<file path="src/rtl/mips_cpu_pkg.sv">
// Shared MIPS CPU types: the mul/div op encoding (also used by the ALU control decode)
// and the state encoding of the iterative multiply/divide unit.
package mips_cpu_pkg;

   typedef enum logic [1:0] {
      MULT  = 2'd0,
      MULTU = 2'd1,
      DIV   = 2'd2,
      DIVU  = 2'd3
   } muldiv_op_t;

   typedef enum logic [1:0] {
      IDLE  = 2'd0,
      ITER  = 2'd1,
      FIXUP = 2'd2
   } muldiv_state_t;

   function automatic logic op_is_signed(input muldiv_op_t op);
      return (op == MULT) || (op == DIV);
   endfunction

   function automatic logic op_is_div(input muldiv_op_t op);
      return (op == DIV) || (op == DIVU);
   endfunction

endpackage

</file>
<file path="src/rtl/mips_cpu_divstep.sv">
// One combinational restoring-division step: shift the next dividend bit into the
// partial remainder, subtract the divisor if it fits, and shift the quotient bit in.
module mips_cpu_divstep #(
   parameter int WIDTH = 32
) (
   input  logic [WIDTH-1:0] rem_i,
   input  logic [WIDTH-1:0] quo_i,
   input  logic [WIDTH-1:0] dvsr,
   output logic [WIDTH-1:0] rem_o,
   output logic [WIDTH-1:0] quo_o
);

   logic [WIDTH:0] shifted;
   logic [WIDTH:0] diff;
   logic           fits;

   assign shifted = {rem_i, quo_i[WIDTH-1]};
   assign diff    = shifted - {1'b0, dvsr};
   assign fits    = (shifted >= {1'b0, dvsr});

   always_comb begin
      if (fits) begin
         rem_o = diff[WIDTH-1:0];
         quo_o = {quo_i[WIDTH-2:0], 1'b1};
      end else begin
         rem_o = shifted[WIDTH-1:0];
         quo_o = {quo_i[WIDTH-2:0], 1'b0};
      end
   end

endmodule

</file>
<file path="src/rtl/mips_cpu_muldiv_iter.sv">
// Iterative MULT/MULTU/DIV/DIVU unit with HI/LO registers, STEPS bits per ITER cycle.
// Define MIPS_MULDIV_EARLY_TERM_EN to let multiplies finish once the multiplier is exhausted.
module mips_cpu_muldiv_iter
   import mips_cpu_pkg::*;
#(
   parameter int WIDTH = 32,
   parameter int STEPS = 1
) (
   input  logic             clk,
   input  logic             reset,
   input  logic             start,
   input  logic [1:0]       op,
   input  logic [WIDTH-1:0] a,
   input  logic [WIDTH-1:0] b,
   input  logic             hi_we,
   input  logic             lo_we,
   input  logic [WIDTH-1:0] wdata,
   output logic             busy,
   output logic             done,
   output logic             div_zero,
   output logic [WIDTH-1:0] hi,
   output logic [WIDTH-1:0] lo
);

   localparam int N  = WIDTH / STEPS;
   localparam int CW = $clog2(N + 1);

   muldiv_state_t state, state_nxt;
   muldiv_op_t    op_in, op_q;
   logic [CW-1:0] cnt;
   logic          neg_q, neg_r;
   logic          a_neg, b_neg, last_iter;

   logic [2*WIDTH-1:0] prod, prod_nxt, mcand, mcand_nxt, prod_fix;
   logic [WIDTH-1:0]   mplier, mplier_nxt;
   logic [WIDTH-1:0]   rem, quo, dvsr;
   logic [WIDTH-1:0]   a_abs, b_abs, hi_res, lo_res;
   logic [STEPS:0][WIDTH-1:0] rem_c, quo_c;

   assign op_in = muldiv_op_t'(op);
   assign a_neg = op_is_signed(op_in) & a[WIDTH-1];
   assign b_neg = op_is_signed(op_in) & b[WIDTH-1];
   assign a_abs = a_neg ? -a : a;
   assign b_abs = b_neg ? -b : b;
   assign busy  = (state != IDLE);

   // NOTE: blocking assignments here chain the STEPS shift-add steps within one cycle.
   always_comb begin
      prod_nxt   = prod;
      mcand_nxt  = mcand;
      mplier_nxt = mplier;
      for (int i = 0; i < STEPS; i++) begin
         if (mplier_nxt[0]) prod_nxt = prod_nxt + mcand_nxt;
         mcand_nxt  = mcand_nxt << 1;
         mplier_nxt = mplier_nxt >> 1;
      end
   end

   assign rem_c[0] = rem;
   assign quo_c[0] = quo;
   for (genvar g = 0; g < STEPS; g++) begin : g_divstep
      mips_cpu_divstep #(.WIDTH(WIDTH)) u_divstep (
         .rem_i (rem_c[g]),
         .quo_i (quo_c[g]),
         .dvsr  (dvsr),
         .rem_o (rem_c[g+1]),
         .quo_o (quo_c[g+1])
      );
   end

`ifdef MIPS_MULDIV_EARLY_TERM_EN
   assign last_iter = (cnt == CW'(N - 1)) || (!op_is_div(op_q) && (mplier_nxt == '0));
`else
   assign last_iter = (cnt == CW'(N - 1));
`endif

   always_ff @(posedge clk) begin
      if (!reset) state <= IDLE;
      else        state <= state_nxt;
   end

   always_comb begin
      state_nxt = state;
      unique case (state)
         IDLE:    if (start) state_nxt = ITER;
         ITER:    if (last_iter) state_nxt = FIXUP;
         FIXUP:   state_nxt = IDLE;
         default: state_nxt = IDLE;
      endcase
   end

   // A zero divisor leaves the dividend magnitude in rem, so re-signing it returns a.
   always_comb begin
      prod_fix = neg_q ? -prod : prod;
      hi_res   = prod_fix[2*WIDTH-1:WIDTH];
      lo_res   = prod_fix[WIDTH-1:0];
      if (op_is_div(op_q)) begin
         hi_res = neg_r ? -rem : rem;
         lo_res = (dvsr == '0) ? '1 : (neg_q ? -quo : quo);
      end
   end

   always_ff @(posedge clk) begin
      if (!reset) begin
         cnt      <= '0;
         hi       <= '0;
         lo       <= '0;
         done     <= 1'b0;
         div_zero <= 1'b0;
      end else begin
         done <= 1'b0;
         unique case (state)
            IDLE: begin
               if (start) begin
                  cnt      <= '0;
                  div_zero <= 1'b0;
               end else begin
                  if (hi_we) hi <= wdata;
                  if (lo_we) lo <= wdata;
               end
            end
            ITER: cnt <= cnt + CW'(1);
            FIXUP: begin
               hi       <= hi_res;
               lo       <= lo_res;
               done     <= 1'b1;
               div_zero <= op_is_div(op_q) && (dvsr == '0);
            end
            default: ;
         endcase
      end
   end

   // NOTE: operand/accumulator registers carry no reset; the start edge always loads them before use.
   always_ff @(posedge clk) begin
      if (state == IDLE && start) begin
         op_q   <= op_in;
         neg_q  <= a_neg ^ b_neg;
         neg_r  <= a_neg;
         prod   <= '0;
         mcand  <= {{WIDTH{1'b0}}, a_abs};
         mplier <= b_abs;
         rem    <= '0;
         quo    <= a_abs;
         dvsr   <= b_abs;
      end else if (state == ITER) begin
         prod   <= prod_nxt;
         mcand  <= mcand_nxt;
         mplier <= mplier_nxt;
         rem    <= rem_c[STEPS];
         quo    <= quo_c[STEPS];
      end
   end

endmodule

</file>
<file path="config.mk">
export PLATFORM = sky130hd
export DESIGN_NAME = mips_cpu_muldiv_iter
export DESIGN_NICKNAME = d
export VERILOG_FILES = /design/src/rtl/mips_cpu_pkg.sv /design/src/rtl/mips_cpu_divstep.sv /design/src/rtl/mips_cpu_muldiv_iter.sv
export SDC_FILE = /design/constraint.sdc
export NUM_CORES = 1
export LEC_CHECK = 0
export ABC_AREA = 1
export BUFFER_PORTS_ARGS = -buffer_cell sky130_fd_sc_hd__buf_2
export CAP_MARGIN = 20
export CORE_ASPECT_RATIO = 1.4
export CORE_MARGIN = 2
export CORE_UTILIZATION = 57
export DETAILED_ROUTE_END_ITERATION = 6
export HOLD_SLACK_MARGIN = 0.05
export PLACE_DENSITY = 0.89
export REMOVE_ABC_BUFFERS = 1
export SLEW_MARGIN = 20
export SYNTH_ARGS = -nofsm -noshare
export SYNTH_HDL_FRONTEND = slang
export SYNTH_SLANG_ARGS = --single-unit
</file>
<file path="constraint.sdc">
create_clock -name clk -period 4.43 [get_ports clk]
set_input_delay 0.2215 -clock clk [delete_from_list [all_inputs] [get_ports clk]]
set_output_delay 0.2215 -clock clk [all_outputs]
set_load 0.05 [all_outputs]
</file>
==> flow_metrics.py, run 1 <==
metrics = {
    "synthesis": {
        "synth_edf_count": 131,
        "syn_avg_cell_area_um2": 6.03,
        "syn_area_mm2": 0.0269,
        "yosysUniqueCellTypes": 47,
        "yosysTopAreaCell": "nand2_1",
        "synth_top_area_share_pct": 19.3,
        "postSynth.asyncResetShare_pct": 0,
        "synth_area_leaders": "nand2_1, dfxtp_1, edfxtp_1, inv_1, nand3_1",
        "ys_warn_count": 0,
        "synth_ff_type": "dfxtp_1",
        "synth-seq-cells": 333,
        "syn_inst": 4465,
        "yosysSeqAreaShare_pct": 29.6,
    },
    "clock_network": {
        "cts.repair.resized": 0,
        "clk_path_buf_depth": 3,
        "h-tree-depth": 2,
        "clkLatencyLatePin_ns": 0.58,
        "path_clk_slew_ns": 0.07,
        "root_buffer": "clkbuf_16",
        "cts_buffers": 36,
        "clock-sinks": 333,
        "cts_tree": "built",
    },
    "worst_setup_path": {
        "crit_arrival_ns": 3.35,
        "crit_cells": 16,
        "crit_family": "simple AND/OR/NAND/NOR gates",
        "crit_slowest_cell": "ha_1",
        "crit_top_cell": "nand2_2",
        "worst-path-max-fanout": 32,
        "cp_num_buf_inv": 2,
        "path_class": "reg -> reg",
        "end_kind": "register",
        "worstPathCellList": "inv_1 > ha_1 > a21oi_1 > nand2_2 > nand2_2 > nand2_2 > nand2_2 > nand2_2 > nand2_2 > nand2_2 > nand2_4 > nand2_4 > inv_2 > nand2_1 > nand3_1 > nand2_1",
        "worstRegToRegCells": 16,
        "setup.worst_path.start_class": "register",
        "cp.required_ns": 4.89,
        "cpPeakStageDelay_ns": 0.37,
    },
    "route": {
        "drtPass1Iterations": 6,
        "vias": 30500,
        "route.met2.wl_mm": 49.3,
        "wirelength_mm": 106,
        "m1WireLength_mm": 37.0,
        "wl_met3_mm": 8.70,
        "viasPerCell": 5.80,
        "postRouteAntennaNets": 0,
        "drtIter0Drc": 3062,
        "wire_per_inst_um": 20.2,
        "drcViolationCount": 0,
        "top_layer_used": "met5",
    },
    "placed_design": {
        "io_buffers": 169,
        "placed_cells": 5159,
        "hpwlAfterDp_mm": 82.4,
        "gp_congestion": 1.07,
        "dpl_cell_area_mm2": 0.0283,
    },
    "floorplan": {
        "initial_utilization_pct": 57.6,
        "die-area_mm2": 0.0490,
        "fp.dieH_um": 261,
        "die-width_um": 188,
        "rows": 94,
        "coreArea_mm2": 0.0468,
        "io_pins": 170,
    },
    "sta": {
        "maxSlewViolCount": 0,
        "timing.setup.tns_ns": 0,
        "final.min_clock_period_ns": 2.89,
        "rsz0062_at_grt": "false",
        "period_share_pct": 65.3,
        "hold_violations": 0,
        "worstMarginPinSlew_ns": 1.09,
        "slew_headroom_pct": 27.3,
        "finalClockSkew_ns": 0.0287,
        "setup_viol": 0,
        "fmax_mhz": 345,
    },
    "worst_hold_path": {
        "hold_depth": 5,
        "hp-class": "in -> reg",
    },
    "pwr": {
        "total_power_mw": 12.7,
        "powerDensity_mw_per_mm2": 426,
        "vdd_drop_max_v": 0.000347,
        "p_leak_nw": 15.4,
    },
    "grt": {
        "first_global_vias": 28500,
        "grt_pass1_wl_mm": 159,
        "grt_max_degree": 117,
        "grt_util_all_layers_pct": 42.3,
        "gr-total-overflow": 0,
        "grt_antenna_before_repair": 5,
    },
    "layout": {
        "regArea_mm2": 0.00798,
        "fillers": 4554,
        "syn_to_final_growth_pct": 10.7,
        "layout.cells.non_filler": 5263,
        "drive_gt1_share_pct": 6.81,
        "nets": 4815,
        "multi_input_area_mm2": 0.0158,
        "finalInstanceArea_mm2": 0.0298,
        "final_util_pct": 63.7,
    },
    "run": {
        "cap_violations": 0,
    },
    "run_status": {
        "status": "complete, no violations",
    },
}
==> power breakdown <==
part / internal, mW / switching, mW / leakage, nW
clock network: 1.71 / 1.41 / 0.588
registers: 3.64 / 0.488 / 2.96
logic: 1.61 / 3.84 / 11.9
total: 6.96 / 5.74 / 15.4
==> worst register-to-register path: stages, from the launching register on <==
cell and delay [ns]:
edfxtp_1 0.32, inv_1 0.05, ha_1 0.37, a21oi_1 0.20, nand2_2 0.11, nand2_2 0.08
nand2_2 0.10, nand2_2 0.09, nand2_2 0.08, nand2_2 0.08, nand2_2 0.08, nand2_4 0.25
nand2_4 0.30, inv_2 0.37, nand2_1 0.12, nand3_1 0.10, nand2_1 0.05
==> synth_stat cells (2+ instances only) <==
cell type,count
o21ai_0,282
buf_1,11
xor2_1,68
dfxtp_1,202
nor2_4,2
nand3_1,416
buf_6,4
nor4_1,3
a31oi_1,4
or2_2,11
xnor2_1,30
a21oi_1,224
nor3_1,37
o21ai_1,30
o21a_1,2
nor2_1,502
and2_1,4
clkbuf_1,78
fa_1,2
edfxtp_1,131
nor3_2,4
nor2_2,12
nand2_1,1388
and3_1,2
o22ai_1,30
a221oi_1,2
nand4_1,42
nand2_2,12
o211ai_1,25
a21o_1,6
o31ai_1,2
inv_2,9
nand3b_1,16
buf_2,31
clkinv_1,2
inv_1,693
ha_1,101
o21ai_2,5
o21bai_1,31
nand2_4,2
==> logic make-up after synthesis <==
family	Yosys count	synth area share, %
xor+xnor	98	3.19
fa+ha+maj	103	4.84
flops	333	29.6
compound gates	647	12.9
simple gates	2456	37.6
buf+inv	828	11.8
==> sequential cells by signal, indices dropped and copies added (netlist names), 32 cells and up <==
signal and count:
prod 64, mplier 32, lo 32, rem 32, quo 32, dvsr 32, mcand 64, hi 32
==> per-layer routing <==
metal  up-vias  GRT usage [%]
li1      14500              -
met1     13800           45.5
met2      1680           72.0
met3       527           6.97
met4         8           38.2
met5         -              0
==> path summary, 6_finish.rpt <==
path | startpoint | endpoint | slack [ns]
min | wdata[21] | hi[21] | 0.06
max | dvsr[2] | rem[31] | 1.54
max reg2reg | dvsr[2] | rem[31] | 1.54
min reg2reg | rem[1] | rem[1] | 0.48
==> final cells by class <==
| class | count | area share, % |
|---|---|---|
| timing repair buffer | 230 | 4.76 |
| antenna | 2 | 0.0168 |
| tap | 624 | 2.62 |
| inverter | 704 | 8.89 |
| clock buffer | 47 | 3.40 |
| sequential | 333 | 26.8 |
| clock inverter | 19 | 0.575 |
| multi-input combinational | 3304 | 53.0 |
==> per-stage QoR <==
| stage | worst slack [ns] | hold WS [ns] |
|---|---|---|
| CTS | 1.56 | 0.0516 |
| floorplan | -3.02 | 0.320 |
| detailed placement | 1.59 | 0.426 |
| global placement | 1.65 | 0.423 |
| finish | 1.54 | 0.0627 |
| global route | 1.31 | 0.0692 |
==> cells in the final DEF, fill, tap and decap left out, drive strengths merged, types with 3 or more instances in the layout <==
master       count
nand4           42
clkinv          15
and2             4
inv            706
dfxtp          202
o21bai          31
o21ai          317
xnor2           30
a21oi          225
ha             101
dlygate4sd3     36
nand3b          16
buf            194
a21o             6
nor4             3
edfxtp         131
o211ai          25
a31oi            4
or2             11
nand3          417
o22ai           30
clkbuf          47
nand2         1402
nor3            42
nor2           516
xor2            68
==> what timing repair did <==
| action | 4_1_cts | 5_1_grt |
|---|---|---|
| hold endpoints to repair | 55 | 0 |
| hold buffers | 36 | 0 |
| setup buffers | 0 | 0 |
(Power assumes the default switching activity.)
==> inputs of run 2 (changes only) <==
--- a/config.mk
+++ b/config.mk
@@ -10,10 +10,10 @@
 export CAP_MARGIN = 20
 export CORE_ASPECT_RATIO = 1.4
 export CORE_MARGIN = 2
-export CORE_UTILIZATION = 57
+export CORE_UTILIZATION = 63
 export DETAILED_ROUTE_END_ITERATION = 6
 export HOLD_SLACK_MARGIN = 0.05
-export PLACE_DENSITY = 0.89
+export PLACE_DENSITY = 0.92
 export REMOVE_ABC_BUFFERS = 1
 export SLEW_MARGIN = 20
 export SYNTH_ARGS = -nofsm -noshare
==> constraint.sdc (replaced) <==
create_clock -name clk -period 3 [get_ports clk]
set_input_delay 0.15 -clock clk [delete_from_list [all_inputs] [get_ports clk]]
set_output_delay 0.15 -clock clk [all_outputs]
set_load 0.05 [all_outputs]
==> flow_metrics.py, run 2 (synthesis gave the netlist of run 1 again) <==
metrics = {
    "run_status": {
        "status": "complete, but fails checks",
        "violations": "DRC",
    },
    "floorplan": {
        "rows": 89,
        "die-area_mm2": 0.0445,
        "coreArea_mm2": 0.0422,
        "die-width_um": 179,
        "initial_utilization_pct": 63.8,
        "fp.dieH_um": 249,
        "io_pins": 170,
    },
    "run": {
        "cap_violations": 0,
    },
    "worst_setup_path": {
        "cp_num_buf_inv": 3,
        "worst-path-max-fanout": 7,
        "worstPathCellList": "inv_1 > nand4_1 > nor2_1 > nand2_1 > nor2_1 > buf_4 > nor2_1 > buf_4 > nand3_1 > nand3_1 > a21oi_1",
        "cp.required_ns": 3.48,
        "setup.worst_path.start_class": "register",
        "cpPeakStageDelay_ns": 0.40,
        "path_class": "reg -> reg",
        "end_kind": "register",
        "crit_arrival_ns": 3.21,
        "crit_family": "simple AND/OR/NAND/NOR gates",
        "r2r_slack_ns": 0.27,
        "crit_top_cell": "nor2_1",
        "crit_slowest_cell": "edfxtp_1",
    },
    "sta": {
        "timing.setup.tns_ns": 0,
        "setup_viol": 0,
        "rsz0062_at_grt": "false",
        "worstMarginPinSlew_ns": 1.03,
        "fmax_mhz": 366,
        "worst_slack_ns": 0.269,
        "finalClockSkew_ns": 0.0406,
        "hold_violations": 0,
        "slew_headroom_pct": 31.0,
        "maxSlewViolCount": 0,
        "hold-worst-slack_ns": 0.0461,
        "period_share_pct": 91.0,
        "final.min_clock_period_ns": 2.73,
    },
    "layout": {
        "mostFrequentLayoutCell": "nand2_1",
        "layout.cells.non_filler": 5236,
        "fillers": 3758,
        "regArea_mm2": 0.00798,
        "drive_gt1_share_pct": 7.42,
        "final_util_pct": 71.8,
        "finalInstanceArea_mm2": 0.0303,
        "reg_top3": "mcand x64, prod x64",
        "syn_to_final_growth_pct": 12.5,
        "nets": 4864,
        "final_cell_mix": "nand2_1, inv_1, nor2_1",
        "multi_input_area_mm2": 0.0158,
    },
    "grt": {
        "grt_antenna_before_repair": 7,
        "grt_max_degree": 116,
        "first_global_vias": 30000,
        "gr-total-overflow": 0,
        "grt_pass1_wl_mm": 162,
        "grt_util_all_layers_pct": 47.2,
    },
    "placed_design": {
        "hpwlAfterDp_mm": 81.8,
        "placed_cells": 5110,
        "gp_congestion": 1.08,
        "dpl_cell_area_mm2": 0.0285,
        "pre_cts_ws_ns": 0.443,
        "io_buffers": 169,
    },
    "clock_network": {
        "root_buffer": "clkbuf_16",
        "cts_tree": "built",
        "postCtsSetupBuffers": 0,
        "h-tree-depth": 2,
        "clkLatencyLatePin_ns": 0.58,
        "cts_buffers": 37,
        "path_clk_slew_ns": 0.06,
        "clk_path_buf_depth": 3,
        "clock-sinks": 333,
    },
    "route": {
        "drtIter0Drc": 3760,
        "drcViolationCount": 6,
        "drtPass1Iterations": 7,
        "wire_per_inst_um": 20.3,
        "vias": 31000,
        "wirelength_mm": 106,
        "postRouteAntennaNets": 0,
        "viasPerCell": 5.92,
    },
    "pwr": {
        "p_leak_nw": 15.7,
        "total_power_mw": 19.0,
        "powerDensity_mw_per_mm2": 626,
        "vdd_drop_max_v": 0.000547,
    },
    "worst_hold_path": {
        "hp-class": "in -> reg",
    },
}
run 2: cell types whose count changed in the layout (fill, tap and decap cells not counted), moves of 2 or more:
| cell | before | now |
|---|---|---|
| clkinvlp_4 | 1 | 3 |
| clkinv_4 | 2 | 4 |
| buf_4 | 23 | 44 |
| dlygate4sd3_1 | 36 | 55 |
| bufinv_16 | 1 | 3 |
| clkinv_2 | 9 | 6 |
| clkinv_1 | 2 | 4 |
| buf_12 | 2 | 10 |
| inv_6 | 2 | 0 |
run 2: worst reg2reg max path: stages (launching register included):
cell      delay [ns]
edfxtp_1        0.40
inv_1           0.33
nand4_1         0.16
nor2_1          0.25
nand2_1         0.13
nor2_1          0.21
buf_4           0.20
nor2_1          0.06
buf_4           0.20
nand3_1         0.15
nand3_1         0.32
a21oi_1         0.23
run 2: repair_timing:
item / 4_1_cts / 5_1_grt
hold endpoints to repair: 80 / 0
setup endpoints to repair: 0 / 5
gates resized for setup: 0 / 2
hold buffers: 55 / 0
run 2: routing by layer:
metal / track usage [%] / part of all wire [%]
met4: 41.4 / 11
met2: 76.1 / 45
met3: 10.9 / 10
met1: 51.3 / 34
met5: 0.113 / 0.039
run 2: area by class of cell:
| cell class | instances | share of cell area, % |
|---|---|---|
| Antenna cell | 3 | 0.0248 |
| Clock buffer | 47 | 3.31 |
| Sequential cell | 333 | 26.3 |
| Clock inverter | 21 | 0.818 |
| Inverter | 704 | 8.74 |
| Tap cell | 546 | 2.25 |
| Multi-Input combinational cell | 3304 | 52.2 |
| Timing Repair Buffer | 278 | 6.36 |
run 2: path summary, 6_finish.rpt:
| kind | startpoint | end | cells after the start |
|---|---|---|---|
| worst max register to register | dvsr[22] | lo[29] | 11 |
| worst min-delay path | b[4] | dvsr[4] | 3 |
| worst min register to register | cnt[5] | cnt[5] | 1 |
| worst max-delay path | dvsr[22] | lo[29] | 11 |
run 2: power by group:
group	leakage [nW]	total [mW]	internal, mW	switching [mW]
Sequential	2.96	6.07	5.38	0.686
Clock	0.603	4.79	2.67	2.12
Combinational	12.1	8.11	2.47	5.64
